`config.mk`:
```
export PLATFORM = sky130hd
export DESIGN_NAME = crossing_scheduler
export DESIGN_NICKNAME = d
export VERILOG_FILES = /design/src/rtl/crossing_pkg.sv /design/src/rtl/crossing_scheduler_rr_pick.sv /design/src/rtl/crossing_scheduler.sv
export SDC_FILE = /design/constraint.sdc
export NUM_CORES = 1
export LEC_CHECK = 0
export CAP_MARGIN = 5
export CORE_MARGIN = 5
export CORE_UTILIZATION = 30
export CTS_CLUSTER_DIAMETER = 30
export DETAILED_ROUTE_END_ITERATION = 8
export MAX_ROUTING_LAYER = met4
export PLACE_DENSITY = 0.61
export SLEW_MARGIN = 20
export SYNTH_ARGS = -nofsm -noshare
export SYNTH_HDL_FRONTEND = slang
export SYNTH_SLANG_ARGS = --single-unit
```
`constraint.sdc`:
```
create_clock -name CLK -period 2.1 [get_ports CLK]
set_clock_uncertainty 0.1 [all_clocks]
set_input_delay 0.21 -clock CLK [delete_from_list [all_inputs] [get_ports CLK]]
set_output_delay 0.21 -clock CLK [all_outputs]
set_load 0.01 [all_outputs]
```
`src/rtl/crossing_pkg.sv`:
```
// Phase encoding shared by crossing_scheduler and the lamp decoder downstream.
package crossing_pkg;

  localparam int PHASE_W = 2;

  typedef enum logic [PHASE_W-1:0] {
    MAIN_GO     = 2'd0,
    MAIN_CLEAR  = 2'd1,
    SERVE       = 2'd2,
    SERVE_CLEAR = 2'd3
  } phase_t;

endpackage

```
`src/rtl/crossing_scheduler_rr_pick.sv`:
```
// Combinational round-robin picker; with ARB_PREEMPT_EN the top requester is an
// absolute-priority emergency input outside the rotation.
module rr_pick #(
  parameter int N_REQ = 4,
  parameter int IW    = $clog2(N_REQ)
) (
  input  logic [N_REQ-1:0] pend,
  input  logic [IW-1:0]    last,
  output logic [N_REQ-1:0] onehot,
  output logic [IW-1:0]    idx,
  output logic             valid
);

`ifdef ARB_PREEMPT_EN
  localparam int RR_N = N_REQ - 1;
`else
  localparam int RR_N = N_REQ;
`endif

  localparam logic [N_REQ-1:0] ONE = N_REQ'(1);

  logic [IW-1:0] idx_s;
  logic          valid_s;
  int            cand_s;

  // Scan farthest-first from last so the nearest pending hit overwrites the rest
  always_comb begin
    idx_s   = '0;
    valid_s = 1'b0;
    cand_s  = 0;
    for (int k = RR_N; k >= 1; k--) begin
      cand_s  = (int'(last) + k) % RR_N;
      valid_s = valid_s | pend[IW'(cand_s)];
      idx_s   = pend[IW'(cand_s)] ? IW'(cand_s) : idx_s;
    end
`ifdef ARB_PREEMPT_EN
    valid_s = valid_s | pend[N_REQ-1];
    idx_s   = pend[N_REQ-1] ? IW'(N_REQ - 1) : idx_s;
`endif
  end

  assign idx    = idx_s;
  assign valid  = valid_s;
  assign onehot = valid_s ? (ONE << idx_s) : '0;

endmodule

```
`src/rtl/crossing_scheduler.sv`:
```
// Right-of-way scheduler: main road green by default, latched requests served in
// timed phases. Optional macro ARB_PREEMPT_EN enables emergency preemption.
module crossing_scheduler
  import crossing_pkg::*;
#(
  parameter int N_REQ     = 4,
  parameter int MIN_GREEN = 25,
  parameter int CLEAR_T   = 4,
  parameter int SERVE_T   = 16,
  parameter int W         = 5
) (
  input  logic               CLK,
  input  logic               RET,
  input  logic               TICK,
  input  logic [N_REQ-1:0]   REQ,
  output logic [PHASE_W-1:0] PHASE,
  output logic [N_REQ-1:0]   GNT,
  output logic [W-1:0]       T,
  output logic [N_REQ-1:0]   PEND
);

  localparam int IW = $clog2(N_REQ);

  phase_t           phase_r;
  logic [W-1:0]     t_r;
  logic [N_REQ-1:0] gnt_r;
  logic [N_REQ-1:0] pend_r;
  logic [IW-1:0]    last_r;

  logic [N_REQ-1:0] pick_onehot_s;
  logic [IW-1:0]    pick_idx_s;
  logic             pick_valid_s;
  logic [N_REQ-1:0] clr_s;
  logic             tick_dec_s;
  logic             expire_s;
  logic             go_clear_s;

  rr_pick #(.N_REQ(N_REQ), .IW(IW)) u_pick (
    .pend   (pend_r),
    .last   (last_r),
    .onehot (pick_onehot_s),
    .idx    (pick_idx_s),
    .valid  (pick_valid_s)
  );

  // Tick qualification, main-green exit condition and grant-cycle PEND clear
  always_comb begin
    tick_dec_s = TICK && (t_r != '0);
    expire_s   = TICK && (t_r == '0);
    go_clear_s = expire_s && (pend_r != '0);
`ifdef ARB_PREEMPT_EN
    go_clear_s = go_clear_s || pend_r[N_REQ-1];
`endif
    if ((phase_r == MAIN_CLEAR) && expire_s && pick_valid_s) begin
      clr_s = pick_onehot_s;
    end else begin
      clr_s = '0;
    end
  end

  // Phase FSM, countdown, grant, last-served pointer and request latch
  always_ff @(posedge CLK) begin
    if (RET) begin
      phase_r <= MAIN_GO;
      t_r     <= W'(MIN_GREEN);
      gnt_r   <= '0;
      pend_r  <= '0;
      last_r  <= IW'(N_REQ - 2);
    end else begin
      // A new REQ in the grant cycle outranks the clear
      pend_r <= (pend_r & ~clr_s) | REQ;
      if (tick_dec_s) begin
        t_r <= t_r - W'(1);
      end
      case (phase_r)
        MAIN_GO: begin
          if (go_clear_s) begin
            phase_r <= MAIN_CLEAR;
            t_r     <= W'(CLEAR_T);
          end
        end
        MAIN_CLEAR: begin
          if (expire_s) begin
            if (pick_valid_s) begin
              phase_r <= SERVE;
              t_r     <= W'(SERVE_T);
              gnt_r   <= pick_onehot_s;
`ifdef ARB_PREEMPT_EN
              if (pick_idx_s != IW'(N_REQ - 1)) begin
                last_r <= pick_idx_s;
              end
`else
              last_r  <= pick_idx_s;
`endif
            end else begin
              phase_r <= MAIN_GO;
              t_r     <= W'(MIN_GREEN);
            end
          end
        end
        SERVE: begin
          if (expire_s) begin
            phase_r <= SERVE_CLEAR;
            t_r     <= W'(CLEAR_T);
            gnt_r   <= '0;
          end
        end
        SERVE_CLEAR: begin
          if (expire_s) begin
            phase_r <= MAIN_GO;
            t_r     <= W'(MIN_GREEN);
          end
        end
        default: begin
          phase_r <= MAIN_GO;
          t_r     <= W'(MIN_GREEN);
          gnt_r   <= '0;
        end
      endcase
    end
  end

  assign PHASE = phase_r;
  assign GNT   = gnt_r;
  assign T     = t_r;
  assign PEND  = pend_r;

endmodule
```
# Yosys cells after proc, flatten, opt, wreduce, memory -nomap -nowiden
# Index checks and enable logic that the tools add are counted.
word_totals:
  in_bits: 7
  reg_bits: 17
op_classes:
  n_reduce_logical: 13
  shift: 1
  n_addsub: 5
  n_lt_le_gt_ge: 4
  eq_ne: 8
  muxes: 35
  bitwise_logic: 6
op_table:
  columns: ["cell", "n"]
  rows:
  - ["2-to-1 mux 5 bit", 5]
  - ["2-to-1 mux 4 bit", 6]
  - ["one-hot mux 5 bit (4 select lines)", 1]
  - ["2-to-1 mux 2 bit", 9]
  - ["< comparator 2 x 4 -> 1 bit, second input constant", 4]
  - ["inequality test 2 bit, second input constant", 5]
  - ["binary-select mux 1 bit (select 2 bit)", 4]
  - ["2-to-1 mux 1 bit", 8]
  - ["one-hot mux 2 bit (4 select lines)", 1]
  - ["one-hot mux 4 bit (2 select lines)", 1]
  - ["AND reduction 4 bit", 2]
  - ["logical AND 1 bit", 5]
  - ["logical NOT 5 bit", 1]
  - ["nonzero test 5 bit", 1]
  - ["subtractor 5 x 1 -> 5 bit, second input constant", 1]
  - ["adder 2 x 1 -> 2 bit, second input constant", 2]
  - ["adder 2 bit, second input constant", 2]
  - ["AND 4 bit", 1]
  - ["== test 2 bit, second input constant", 2]
  - ["NOT 4 bit", 1]
  - ["OR 4 bit", 1]
  - ["nonzero test 4 bit", 1]
  - ["left shift 1 x 2 -> 4 bit, first input constant", 1]
  - ["OR 1 bit", 3]
  - ["4 further kinds", 4]

# Longest topological paths before layout
depth:
  word_depth: 14
  depth_mapped: 7

# Cells and area by module
# From an unflattened synthesis, not the netlist that was laid out.
hier_totals:
  cells_unflattened: 112
  area_unflattened_um2: 991.0
modules_own_cells:
  columns: ["module", "area_per_inst_um2", "seq_area_each_um2", "cells_each", "n_inst"]
  rows:
  - ["crossing_scheduler", 772.0, 340.3, 80, 1]
  - ["rr_pick", 219.0, 0.0, 32, 1]

# Least setup slack after synthesis
# Ideal clock, no wire load.
synth_timing:
  kind: "register -> register"
  start: "reg t_r[0], in the netlist T[0]"
  end: "reg pend_r[0], in the netlist PEND[0]"
  setup_time_ns: 0.129
  t_arrival_ns: 1.662
  t_required_ns: 1.871
  path_stages_with_launch: 8
  path_slack_ns: 0.208
  path_cell_list: "dfxtp_1 > inv_1 > ha_1 > nor4b_4 > nand3_4 > or3b_1 > o21ai_0 > a21oi_1"
synth_via:
  elab_chain_len: 8
synth_rtl:
  columns: ["element", "line_no", "rtl"]
  rows:
  - ["from (decl)", "crossing_scheduler.sv:25", "logic [W-1:0] t_r;"]
  - ["from (signal assigned)", "crossing_scheduler.sv:65", "t_r <= W'(MIN_GREEN);"]
  - ["from (signal assigned)", "crossing_scheduler.sv:73", "t_r <= t_r - W'(1);"]
  - ["from (signal assigned)", "crossing_scheduler.sv:79", "t_r <= W'(CLEAR_T);"]
  - ["logical NOT 5 bit", "crossing_scheduler.sv:49", "expire_s = TICK && (t_r == '0);"]
  - ["logical AND 1 bit", "crossing_scheduler.sv:49", null]
  - ["logical AND 1 bit (2 in a row)", "crossing_scheduler.sv:54", "if ((phase_r == MAIN_CLEAR) && expire_s && pick_valid_s) begin"]
  - ["2-to-1 mux 4 bit", "crossing_scheduler.sv:54", null]
  - ["NOT 4 bit", "crossing_scheduler.sv:71", "pend_r <= (pend_r & ~clr_s) | REQ;"]
  - ["AND 4 bit", "crossing_scheduler.sv:71", null]
  - ["OR 4 bit", "crossing_scheduler.sv:71", null]
  - ["to (signal assigned)", "crossing_scheduler.sv:71", null]
  - ["to (decl)", "crossing_scheduler.sv:27", "logic [N_REQ-1:0] pend_r;"]
# No other way between the ends.
# A chain may end at the register's enable or synchronous reset.

# Final worst setup path
# Ends and elaborated chain as after synthesis.

==> results.py <==
metrics = {
    "timing": {
        "setup_viol": 0,
        "finalCriticalPeriod_ps": 1920,
        "worst_slack_ps": 180,
        "max_slew_margin_pct": 48.4,
        "hold_ws_ps": 345,
        "worstMarginPinSlew_ps": 762,
        "rsz0062_at_grt": "no",
        "setup_tns_ps": 0,
        "drv_slew": 0,
        "max_freq_mhz": 521,
        "finalHoldViolCount": 0,
        "finalCritPeriodShare_pct": 91.4,
    },
    "clocking": {
        "clockBufferDepth": 2,
        "clock-sinks": 17,
        "htreeDepth": 1,
        "clock-root-buffer": "clkbuf_4",
        "path_clk_slew_ps": 100,
        "cts_tree": "built",
        "clk_latency_ps": 290,
        "ctsHoldBuffers": 0,
        "cts_buffers": 3,
    },
    "floorplanning": {
        "ios": 22,
        "die-height_um": 63.2,
        "core_area_um2": 2730,
        "row_count": 19,
        "die_x_um": 63.2,
        "initial_core_util_pct": 31.1,
        "dieArea_um2": 4000,
    },
    "critical_path": {
        "start_kind": "flip-flop",
        "cp-end-kind": "flip-flop",
        "crit_path_max_incr_delay_ps": 430,
        "crit_chain": "inv_1, ha_1, nor4b_4, buf_4, nand3_4, or3b_4, o21ai_1, a21oi_1",
        "crit_slowest_cell": "or3b_4",
        "crit_fanout": 7,
        "critPathKind": "reg -> reg",
        "cp.required_ps": 2190,
        "cp.arrival_ps": 2010,
    },
    "detailed_routing": {
        "drc": 0,
        "vias": 839,
        "routedWlPerCell_um": 13.2,
        "vias_per_cell": 5.24,
        "dr.pass1.iters": 2,
        "drt_wl_total_mm": 2.11,
        "antenna_left": 0,
        "drt_iter0_drc": 23,
    },
    "synthesis": {
        "synth_fp_nets": 107,
        "synthDistinctLibCells": 37,
        "async_flop_share_pct": 0,
        "synth_edf_count": 0,
        "synthCells": 99,
        "yosys_most_used_dff": "dfxtp_1",
        "yosysSeqAreaShare_pct": 40.1,
        "ys_ff_latch": 17,
        "yosys_warnings": 0,
        "syn_area_per_cell_um2": 8.58,
        "netlist_area_um2": 850,
    },
    "outcome": {
        "status": "finished, final reports clean",
    },
    "global_routing": {
        "track_usage_pct": 10.9,
        "first_global_vias": 799,
        "met3_usage_pct": 2.31,
        "grtUsageMet1_pct": 12.2,
        "busiest_layer": "met2",
        "grt_max_degree": 13,
        "grt_pass1_wl_mm": 3.51,
        "grt_overflow_total": 0,
        "use_met2_pct": 18.8,
        "antenna_found_initial": 0,
    },
    "place": {
        "place_inst": 153,
        "place_area_um2": 1110,
        "hpwl_mm": 1.52,
        "dp_slack_ps": 23.5,
        "io_buffers": 21,
        "globalplace.congestion": 0.813,
    },
    "cells_and_area": {
        "drive_above_1_share_pct": 16.3,
        "layoutNonFillerInstCount": 160,
        "nets": 138,
        "layout_commonest_cell": "clkdlybuf4s50_1",
        "design_area_um2": 1170,
        "antenna_cells": 0,
        "final_cell_mix": "clkdlybuf4s50_1, dfxtp_1, a21oi_1, nor2_1, nand2_1",
        "syn_to_final_growth_pct": 38.1,
    },
    "pwr": {
        "ir_worst_vdd_uv": 324,
        "power_density_nw_per_um2": 549,
        "p_leak_nw": 0.436,
    },
    "run": {
        "drv_cap": 0,
    },
    "worst_hold_path": {
        "hold_class": "in -> reg",
    },
}
## layer usage
layer  vias to the layer above  share of wire, %
li1                        416                 -
met1                       397                46
met2                        21                47
met3                         5               5.1
met4                         0               1.3
met5                         -                 0
## cells by family (layout without fill, tap and decap cells)
family / count (synthesis) / count (layout) / share of synthesized area, %
flip-flops: 17 / 17 / 40.1
AO/OA/AOI/OAI: 26 / 26 / 19.6
AND/OR/NAND/NOR: 48 / 48 / 34.9
buffers and inverters: 7 / 37 / 3.98
adder cells (fa/ha/maj): 1 / 1 / 1.47
## path summary, 6_finish.rpt
kind                            cells past startpoint  slack, ps  startpoint  endpoint
worst max register to register                      8        180        T[0]   PEND[0]
worst max-delay path                                8        180        T[0]   PEND[0]
worst min register to register                      2        370      GNT[1]    GNT[1]
worst min-delay path                                3        350      REQ[0]   PEND[0]
## flip-flops by register name, summed over array words and instances (netlist names), named ones only
name	cells
T	5
GNT	4
PEND	4
last_r	2
PHASE	1
## repair_timing
item	4_1_cts	5_1_grt
endpoints found under the setup margin	1	11
gates resized for setup	1	5
pin swaps	0	1
setup buffers	0	3
## worst max-delay path: cells and delay by family (launching register included)
family / cells / cell delay [ps]
DFF: 1 / 350
and+or+nand+nor: 3 / 740
adders and majority gates: 1 / 170
AOI/OAI and AO/OA: 2 / 200
buffers and inverters: 2 / 260
## power by group
group / leakage [nW] / switching, mW / internal (mW)
combinational: 0.282 / 0.0491 / 0.0659
sequential: 0.139 / 0.0170 / 0.335
clock: 0.0150 / 0.103 / 0.0739
## synth_stat cells, drive strengths merged (2+ instances only)
cell | instances | area, µm²
and2b | 3 | 23.8
nand3 | 3 | 27.5
or3 | 2 | 12.5
nor3b | 2 | 15.0
nor2b | 3 | 18.8
dfxtp | 17 | 340
or2 | 2 | 12.5
inv | 5 | 18.8
o21ai | 6 | 30.0
a21oi | 9 | 45.0
or3b | 2 | 17.5
nor2 | 10 | 37.5
nor3 | 5 | 25.0
a22o | 2 | 17.5
nand2b | 2 | 12.5
nand2 | 8 | 30.0
## layout make-up
cell class / count / area [µm²]
Timing Repair Buffer: 28 / 263
Fill cell: 279 / 1560
Inverter: 5 / 18.8
Clock buffer: 4 / 26.3
Sequential cell: 17 / 342
Tap cell: 31 / 38.8
Multi-Input combinational cell: 75 / 485
## per-stage QoR
step / utilization [%] / power, mW
final: 42.9 / 0.644
after CTS: 41.7 / 0.645
after global routing: 42.9 / 0.671
after global placement: 40.7 / 0.470
after floorplan: - / 0.415
after detailed placement: 40.7 / 0.471
No activity file was read; power rests on OpenSTA's default activity.
